`config.mk`:
```
export PLATFORM = sky130hd
export DESIGN_NAME = sync_reg_arbiter
export DESIGN_NICKNAME = d
export VERILOG_FILES = /design/src/rtl/sync_regarb_pkg.sv /design/src/rtl/sync_rr_arb2.sv /design/src/rtl/sync_reg_arbiter.sv
export SDC_FILE = /design/constraint.sdc
export NUM_CORES = 1
export LEC_CHECK = 0
export ABC_AREA = 1
export CORE_ASPECT_RATIO = 0.8
export CORE_MARGIN = 4
export CORE_UTILIZATION = 42
export CTS_BUF_LIST = sky130_fd_sc_hd__clkbuf_4
export DETAILED_ROUTE_END_ITERATION = 16
export PLACE_DENSITY_LB_ADDON = 0.2
export SETUP_SLACK_MARGIN = 0.1
export SYNTH_ARGS = -nofsm -noshare
export SYNTH_HDL_FRONTEND = slang
export SYNTH_SLANG_ARGS = --single-unit
```
`constraint.sdc`:
```
create_clock -name clk -period 2.6 [get_ports clk]
set_clock_uncertainty 0.15 [all_clocks]
set_input_delay 0.52 -clock clk [delete_from_list [all_inputs] [get_ports clk]]
set_output_delay 0.52 -clock clk [all_outputs]
set_load 0.03 [all_outputs]
```
`src/rtl/sync_regarb_pkg.sv`:
```
// Shared definitions for the sync config-register arbiter.
//   - FSM state encoding (IDLE, ACCESS, ACK)
//   - requester port ids (PORT_A = host bridge, PORT_B = sync sequencer)
//   - default widths, consistent with the sync block's register bank
package sync_regarb_pkg;

    localparam int unsigned DW_DEF   = 16;
    localparam int unsigned AW_DEF   = 3;
    localparam int unsigned NREG_DEF = 8;

    typedef enum logic [1:0] {
        IDLE   = 2'd0,
        ACCESS = 2'd1,
        ACK    = 2'd2
    } state_t;

    localparam logic PORT_A = 1'b0;
    localparam logic PORT_B = 1'b1;

endpackage

```
`src/rtl/sync_rr_arb2.sv`:
```
// Two-input round-robin grant for shared sync resources.
//   clk, rst_n      : clock, async active-low reset
//   req_a, req_b    : pending requests
//   upd, upd_port   : strobe recording upd_port as the last-served port
//   gnt_valid_c     : some request is pending (combinational)
//   gnt_port_c      : port to grant now (combinational)
module sync_rr_arb2
    import sync_regarb_pkg::*;
(
    input  logic clk,
    input  logic rst_n,
    input  logic req_a,
    input  logic req_b,
    input  logic upd,
    input  logic upd_port,
    output logic gnt_valid_c,
    output logic gnt_port_c
);

    logic rr_last;

    // Last-served port; reset to B so A wins the first tie.
    always_ff @(posedge clk or negedge rst_n) begin
        if (!rst_n) begin
            rr_last <= PORT_B;
        end else if (upd) begin
            rr_last <= upd_port;
        end
    end

    // A lone request wins outright; on a tie the port not served last wins.
    always_comb begin
        gnt_valid_c = req_a | req_b;
        if (req_a && req_b) begin
            gnt_port_c = ~rr_last;
        end else if (req_a) begin
            gnt_port_c = PORT_A;
        end else begin
            gnt_port_c = PORT_B;
        end
    end

endmodule

```
`src/rtl/sync_reg_arbiter.sv`:
```
// Arbitrates the sync config register bank between port A (host bridge)
// and port B (sync sequencer). One transaction per IDLE->ACCESS->ACK pass.
//   clk, rst_n              : clock, async active-low reset
//   a_/b_ req, we, addr     : request, write/read, register address
//   a_/b_ wdata             : write data
//   a_/b_ ack, rdata        : one-cycle completion pulse, read data
//   reg_we, reg_wdata       : one-hot bank write enable, broadcast data
//   reg_rdata               : flattened bank contents, reg i at [i*DW +: DW]
//   busy                    : FSM outside IDLE
// Optional (macro SYNC_REGARB_ERR_EN): a_err/b_err pulse with ack on an
// out-of-range address, err_sticky holds until reset.
module sync_reg_arbiter
    import sync_regarb_pkg::*;
#(
    parameter int unsigned DW   = DW_DEF,
    parameter int unsigned NREG = NREG_DEF,
    parameter int unsigned AW   = AW_DEF
) (
    input  logic               clk,
    input  logic               rst_n,
    input  logic               a_req,
    input  logic               a_we,
    input  logic [AW-1:0]      a_addr,
    input  logic [DW-1:0]      a_wdata,
    output logic               a_ack,
    output logic [DW-1:0]      a_rdata,
    input  logic               b_req,
    input  logic               b_we,
    input  logic [AW-1:0]      b_addr,
    input  logic [DW-1:0]      b_wdata,
    output logic               b_ack,
    output logic [DW-1:0]      b_rdata,
    output logic [NREG-1:0]    reg_we,
    output logic [DW-1:0]      reg_wdata,
    input  logic [NREG*DW-1:0] reg_rdata,
    output logic               busy
`ifdef SYNC_REGARB_ERR_EN
    ,
    output logic               a_err,
    output logic               b_err,
    output logic               err_sticky
`endif
);

    state_t          state, state_nxt;
    logic            gnt_valid_c, gnt_port_c;
    logic            load, rr_upd;
    logic            lat_port, lat_we;
    logic [AW-1:0]   lat_addr;
    logic            sel_we, sel_oor;
    logic [AW-1:0]   sel_addr;
    logic [DW-1:0]   sel_wdata;
    logic [DW-1:0]   rd_sel;
    logic [NREG-1:0] reg_we_nxt;
    logic            a_ack_nxt, b_ack_nxt;
    logic [DW-1:0]   a_rdata_nxt, b_rdata_nxt;

    sync_rr_arb2 u_arb (
        .clk         (clk),
        .rst_n       (rst_n),
        .req_a       (a_req),
        .req_b       (b_req),
        .upd         (rr_upd),
        .upd_port    (lat_port),
        .gnt_valid_c (gnt_valid_c),
        .gnt_port_c  (gnt_port_c)
    );

    // Fields of the port being granted this cycle.
    assign sel_we    = (gnt_port_c == PORT_A) ? a_we    : b_we;
    assign sel_addr  = (gnt_port_c == PORT_A) ? a_addr  : b_addr;
    assign sel_wdata = (gnt_port_c == PORT_A) ? a_wdata : b_wdata;
    assign sel_oor   = (32'(sel_addr) >= NREG);

    // Read-back mux; an address with no bank register reads as zero.
    always_comb begin
        rd_sel = '0;
        for (int unsigned i = 0; i < NREG; i++) begin
            if (lat_addr == AW'(i)) begin
                rd_sel = reg_rdata[i*DW +: DW];
            end
        end
    end

    // Next-state and next-output logic; every output is registered below.
    always_comb begin
        state_nxt   = state;
        load        = 1'b0;
        rr_upd      = 1'b0;
        reg_we_nxt  = '0;
        a_ack_nxt   = 1'b0;
        b_ack_nxt   = 1'b0;
        a_rdata_nxt = a_rdata;
        b_rdata_nxt = b_rdata;
        case (state)
            IDLE: begin
                if (gnt_valid_c) begin
                    load      = 1'b1;
                    state_nxt = ACCESS;
                    if (sel_we && !sel_oor) begin
                        reg_we_nxt = NREG'(1) << sel_addr;
                    end
                end
            end
            ACCESS: begin
                rr_upd    = 1'b1;
                state_nxt = ACK;
                if (lat_port == PORT_A) begin
                    a_ack_nxt = 1'b1;
                    if (!lat_we) a_rdata_nxt = rd_sel;
                end else begin
                    b_ack_nxt = 1'b1;
                    if (!lat_we) b_rdata_nxt = rd_sel;
                end
            end
            ACK: begin
                state_nxt = IDLE;
            end
            default: begin
                state_nxt = IDLE;
            end
        endcase
    end

    // State, latched request and registered outputs.
    always_ff @(posedge clk or negedge rst_n) begin
        if (!rst_n) begin
            state     <= IDLE;
            lat_port  <= PORT_A;
            lat_we    <= 1'b0;
            lat_addr  <= '0;
            reg_wdata <= '0;
            reg_we    <= '0;
            a_ack     <= 1'b0;
            b_ack     <= 1'b0;
            a_rdata   <= '0;
            b_rdata   <= '0;
            busy      <= 1'b0;
        end else begin
            state   <= state_nxt;
            reg_we  <= reg_we_nxt;
            a_ack   <= a_ack_nxt;
            b_ack   <= b_ack_nxt;
            a_rdata <= a_rdata_nxt;
            b_rdata <= b_rdata_nxt;
            busy    <= (state_nxt != IDLE);
            if (load) begin
                lat_port  <= gnt_port_c;
                lat_we    <= sel_we;
                lat_addr  <= sel_addr;
                reg_wdata <= sel_wdata;
            end
        end
    end

`ifdef SYNC_REGARB_ERR_EN
    logic lat_oor;
    assign lat_oor = (32'(lat_addr) >= NREG);

    // Error pulses line up with ack; sticky flag survives until reset.
    always_ff @(posedge clk or negedge rst_n) begin
        if (!rst_n) begin
            a_err      <= 1'b0;
            b_err      <= 1'b0;
            err_sticky <= 1'b0;
        end else begin
            a_err <= (state == ACCESS) && lat_oor && (lat_port == PORT_A);
            b_err <= (state == ACCESS) && lat_oor && (lat_port == PORT_B);
            if ((state == ACCESS) && lat_oor) err_sticky <= 1'b1;
        end
    end
`endif

endmodule

```
[Word level (Yosys, flattened, before mapping)]
Index checks and enable logic that the tools add are counted.
Word-level totals
  register bits: 67
  output and inout port bits: 59
  word-level logic and storage cells: 56
Operators by class
  equality and inequality tests: 8
  shift operators: 1
  bitwise logic cells: 4
  muxes and demuxes: 25
  reductions and logical operators: 6
Operators by type and width (count)
  2-to-1 mux 16 bit: 9
  2-to-1 mux 8 bit: 3
  == test 3 bit (second input constant): 4
  2-to-1 mux 1 bit: 10
  left shift 1 x 3 -> 8 bit (first input constant): 1
  == test 3 x 2 -> 1 bit (second input constant): 2
  AND reduction 3 bit: 2
  one-hot mux 2 bit (2 select lines): 1
  == test 3 x 1 -> 1 bit (second input constant): 1
  logical NOT 3 bit: 1
  2-to-1 mux 3 bit: 1
  inverter 1 bit: 3
  == test 2 x 1 -> 1 bit (second input constant): 1
  logical NOT 2 bit: 1
  2-to-1 mux 2 bit: 1
  nonzero test 2 bit: 1
  logical AND 1 bit: 1
  bitwise OR 1 bit: 1

[Longest topological paths before layout]
  depth in word-level cells: 9
  depth in mapped cells: 10
  depth with buffers taken out: 9

[Modules after synthesis]
From an unflattened synthesis, not the netlist that was laid out.
Unflattened totals
  cell total of the unflattened synthesis: 520
  area total of the unflattened synthesis: 3808.7 um2
By module, submodules not included
  sync_reg_arbiter: seq. area each 1651.6 um2, times used 1, area an instance 3749.8 um2, cells an instance 511
  sync_rr_arb2: seq. area each 26.3 um2, times used 1, area an instance 58.8 um2, cells an instance 9

[Least setup slack after synthesis]
Ideal clock, no wire load.
  path type: input-to-reg
  from: input b_req
  to: register reg_we[7]
  data arrival time: 1345 ps
  buffers on the path: 0
  data required time: 2330 ps
  stages on the path: 6
  setup time: 120 ps
  setup slack: 986 ps
  path through: o21ai_1 inv_1 o21ai_0 nor2_1 nand2_1 nor2_1
On the way
  cells in the longest elaborated chain, start to end: 7
  elaborated cells between the ends (all ways): 9
  classes of those cells: 1 x shift; 6 x mux; 1 x bitwise; 1 x reduce/logical
Ends and longest elaborated chain
  start: declaration: RTL line sync_reg_arbiter.sv:27  | input logic b_req,
  logical AND 1 bit: RTL line sync_rr_arb2.sv:34  | if (req_a && req_b) begin
  2-to-1 mux 1 bit: RTL line sync_rr_arb2.sv:34
  2-to-1 mux 3 bit: RTL line sync_reg_arbiter.sv:71  | assign sel_addr = (gnt_port_c == PORT_A) ? a_addr : b_addr;
  left shift 1 x 3 -> 8 bit: RTL line sync_reg_arbiter.sv:101  | reg_we_nxt = NREG'(1) << sel_addr;
  2-to-1 mux 8 bit: RTL line sync_reg_arbiter.sv:100  | if (sel_we && !sel_oor) begin
  2-to-1 mux 8 bit *: RTL line sync_reg_arbiter.sv:97  | if (gnt_valid_c) begin
  2-to-1 mux 8 bit *: RTL line sync_reg_arbiter.sv:95  | case (state)
  net reg_we_nxt[7]: RTL line sync_reg_arbiter.sv:54  | logic [NREG-1:0] reg_we_nxt;
  end signal: assignment: RTL line sync_reg_arbiter.sv:141  | reg_we <= reg_we_nxt;
  end: declaration: RTL line sync_reg_arbiter.sv:33  | output logic [NREG-1:0] reg_we,
The timed path passes the listed nets; every way through them passes the cells marked *.
A chain may end at the register's enable or synchronous reset.

[Worst setup path after layout]
  from: register a_rdata[0]
  to: output a_rdata[0]
RTL lines
  start: declaration: RTL line sync_reg_arbiter.sv:26  | output logic [DW-1:0] a_rdata,
  start signal: assignment: RTL line sync_reg_arbiter.sv:144  | a_rdata <= a_rdata_nxt;
No word-level cell between the ends.

==> results.toml <==
[clock_network]
clk_pin_slew_ps = 100
clock_tree.htree_level_count = 3
master_cell_of_the_clock_root_buffer = "sky130_fd_sc_hd__clkbuf_4"
cts_sinks = 67
clock_insertion_delay_worst_skew_ps = 410
clock_buffer_count_from_cts = 9
tritoncts = "yes"
clockBufferDepth = 2

[finish]
fin_cells = 860
area_growth_syn_to_layout_pct = 68.0
antenna_cells_inserted = 0
drive_above_1_share_pct = 6.95
fill_cells = 652
final_net_count = 915

[route]
vias = 4585
via_per_inst = 5.33
wl_per_cell_um = 17.8
dr.pass1.iters = 5
drt.antenna.violating_nets = 0
detailedRoute.firstIterationViolations = 376
totalWireLength_um = 15300
route.detailed.drc = 0

[critical_path]
critPathTopFamily = "buffers and inverters"
crit_chain = "clkdlybuf4s50_1"
startpoint_type = "flip-flop"
worst-endpoint-arrival_ps = 1500
worst-path-buf-inv = 1
worstPathRequired_ps = 1930
critical_path.max_stage_delay_ps = 730
critical_path_slowest_stage_cell = "sky130_fd_sc_hd__clkdlybuf4s50_1"
worst-setup-path-type = "reg2out"
endpoint_kind = "primary output"
timing.critical_path.fanout_max = 2

[sta]
finalHoldViolations = 0
setup_total_negative_slack_ps = 0
max_clock_freq_ghz = 0.460
final-setup-viol-count = 0
slew_violations = 0
rsz_0062_raised_after_global_routing = "false"
min_period_over_period_pct = 83.5
period_minus_slack_ps = 2170
slew-limit-headroom_pct = 62.6
worstMarginPinSlew_ps = 560

[global_route]
grt_pass1_vias = 4680
globalRouteOverflowTotal = 0
grt_start_max_net_pins = 49
grt_antenna_before_repair = 0
gr-usage-all-layers_pct = 29.0
grt_pass1_wl_um = 24000

[die]
die-area_mm2 = 0.0106
initial_core_util_pct = 43.7
fp-row-count = 30
chipHeight_um = 92.8
num_io_pins = 231
core_area_mm2 = 0.00863
die_w_um = 114

[placed_design]
finalWeightedCongestion = 0.919
hpwlAfterDp_um = 11800
io_buffers = 230
placed_cells_incl_taps = 843

[power]
cell_internal_pwr_w = 0.00342
p_seq_share_pct = 26.6
share_comb_of_total_power_pct = 63.5
leakage_nw = 2.78
power.share.clock_pct = 10.0
p_sw_w = 0.00338
vdd_drop_max_mv = 0.708
power.density_cell_area_mw_per_mm2 = 1070
total_power_w = 0.00680
swShare_pct = 49.7

[synthesis]
yosys_register_bits = 67
netlist_area_mm2 = 0.00377
synth_cell_type_count = 26
synth_warnings = 0
synth_area_per_cell_um2 = 7.30
post-synth-top-area-fraction_pct = 43.8
synth_sequential_area_ratio_pct = 44.5
netlist.top_cell.by_area = "sky130_fd_sc_hd__dfrtp_1"
syn-instance-count = 517
ys_top_cells_by_area = "sky130_fd_sc_hd__dfrtp_1 44%, sky130_fd_sc_hd__nand2_1 17%, sky130_fd_sc_hd__nand4_1 13%"
synth.net_count = 689

[status]
outcome = "finished, final reports clean"

[job]
max_cap_violations = 0

[min_path]
holdCritPathClass = "reg2reg"
[metrics by stage]
stage / hold slack [ps] / setup WS (ps) / area [um2] / util (%)
after floorplan: 74.4 / 986 / 3770 / -
after global placement: 287 / 263 / 6190 / 71.7
after detailed placement: 314 / 102 / 6190 / 71.7
after CTS: 337 / 404 / 6340 / 73.4
after global routing: 367 / 269 / 6340 / 73.4
final: 333 / 428 / 6340 / 73.4
[cell usage after synthesis]
library cell	instances
sky130_fd_sc_hd__buf_4	4
sky130_fd_sc_hd__dfrtp_1	66
sky130_fd_sc_hd__nand4_1	78
sky130_fd_sc_hd__nand3_1	20
sky130_fd_sc_hd__inv_1	27
sky130_fd_sc_hd__a21oi_1	2
sky130_fd_sc_hd__o22ai_1	1
sky130_fd_sc_hd__inv_2	4
sky130_fd_sc_hd__o21ai_1	6
sky130_fd_sc_hd__buf_1	6
sky130_fd_sc_hd__clkinv_1	1
sky130_fd_sc_hd__o21ai_0	35
sky130_fd_sc_hd__nor2_1	59
sky130_fd_sc_hd__nor2_4	2
sky130_fd_sc_hd__nor3b_1	1
sky130_fd_sc_hd__buf_6	2
sky130_fd_sc_hd__nand2_2	1
sky130_fd_sc_hd__buf_2	16
sky130_fd_sc_hd__inv_4	1
sky130_fd_sc_hd__dfstp_2	1
sky130_fd_sc_hd__nand2_1	170
sky130_fd_sc_hd__nor2_2	2
sky130_fd_sc_hd__or2_2	3
sky130_fd_sc_hd__a21oi_2	1
sky130_fd_sc_hd__clkbuf_1	5
sky130_fd_sc_hd__nor3_4	3
[power by group through the flow]
stage	logic [W]	registers [W]	clock network, W
after floorplan	0.00183	0.00252	0
after global placement	0.00421	0.00180	0
after detailed placement	0.00430	0.00182	0
after CTS	0.00431	0.00181	0.000690
after global routing	0.00467	0.00187	0.000738
final	0.00432	0.00181	0.000679
[state kept, by name, summed over array words and instances, names as in the netlist]
name	cells
reg_wdata	16
u_arb.rr_last	1
a_ack	1
state	2
lat_port	1
busy	1
b_ack	1
lat_addr	3
lat_we	1
reg_we	8
b_rdata	16
a_rdata	16
[final cells by class]
type,count,area [um2],share of cell area (%)
timing repair buffer,248,2460,38.8
multi-input combinational,384,1800,28.4
sequential,67,1680,26.5
tap,112,140,2.21
inverter,33,126,1.99
clock buffer,11,82.6,1.30
clock inverter,5,53.8,0.849
[worst reg2reg max path: stages (launching register included)]
cell                      delay [ps]
sky130_fd_sc_hd__dfstp_2         540
sky130_fd_sc_hd__inv_1            70
sky130_fd_sc_hd__a21oi_2         320
sky130_fd_sc_hd__inv_1           190
sky130_fd_sc_hd__o21ai_0         410
sky130_fd_sc_hd__inv_1           120
sky130_fd_sc_hd__nand2_1         120
sky130_fd_sc_hd__nor2_1           50
[what timing repair did]
item                                   4_1_cts  5_1_grt
endpoints found under the hold margin       23        0
gates resized for setup                      0        0
buffers inserted                             0        0
hold buffers                                 1        0
[path summary, 6_finish.rpt]
path                               start       endpoint  slack, ps  cells after the start
max                           a_rdata[0]     a_rdata[0]        430                      1
min                             state[1]       state[1]        330                      1
max reg2reg                u_arb.rr_last      reg_we[3]        520                      7
min reg2reg                     state[1]       state[1]        330                      1
max in group asynchronous          rst_n  u_arb.rr_last       1150                      3
min in group asynchronous          rst_n    b_rdata[15]        470                      2
[per-layer routing]
| metal | part of all wire [%] | global-route usage (%) | vias up |
|---|---|---|---|
| met3 | 9.3 | 8.62 | 46 |
| met1 | 39 | 35.1 | 2120 |
| met4 | 4.0 | 12.1 | 0 |
| met2 | 48 | 47.9 | 244 |
| met5 | 0 | 0 | - |
| li1 | - | - | 2175 |
[cells by family (layout without fill, tap and decap cells)]
kind of cell / count (synthesis) / count (layout) / synth area share [%]
buf+inv: 66 / 297 / 7.96
flops: 67 / 67 / 44.5
compound gates: 45 / 45 / 6.10
simple gates: 339 / 339 / 41.5
[cell usage in the layout (no fill, tap or decap)]
cell	synthesis	routed
sky130_fd_sc_hd__a21oi_1	2	2
sky130_fd_sc_hd__a21oi_2	1	1
sky130_fd_sc_hd__buf_12	0	2
sky130_fd_sc_hd__buf_2	16	1
sky130_fd_sc_hd__buf_4	4	15
sky130_fd_sc_hd__bufinv_16	0	1
sky130_fd_sc_hd__clkbuf_4	0	11
sky130_fd_sc_hd__clkdlybuf4s50_1	0	229
sky130_fd_sc_hd__clkinv_1	1	2
sky130_fd_sc_hd__clkinv_2	0	1
sky130_fd_sc_hd__clkinvlp_4	0	2
sky130_fd_sc_hd__dfrtp_1	66	66
sky130_fd_sc_hd__dfstp_2	1	1
sky130_fd_sc_hd__dlygate4sd3_1	0	1
sky130_fd_sc_hd__inv_1	27	27
sky130_fd_sc_hd__inv_2	4	4
sky130_fd_sc_hd__inv_4	1	1
sky130_fd_sc_hd__nand2_1	170	170
sky130_fd_sc_hd__nand2_2	1	1
sky130_fd_sc_hd__nand3_1	20	20
sky130_fd_sc_hd__nand4_1	78	78
sky130_fd_sc_hd__nor2_1	59	59
sky130_fd_sc_hd__nor2_2	2	2
sky130_fd_sc_hd__nor2_4	2	2
sky130_fd_sc_hd__nor3_4	3	3
sky130_fd_sc_hd__nor3b_1	1	1
sky130_fd_sc_hd__o21ai_0	35	35
sky130_fd_sc_hd__o21ai_1	6	5
sky130_fd_sc_hd__o21ai_2	0	1
sky130_fd_sc_hd__o22ai_1	1	1
sky130_fd_sc_hd__or2_2	3	3
Note: power is estimated with default switching activity, not from simulation.
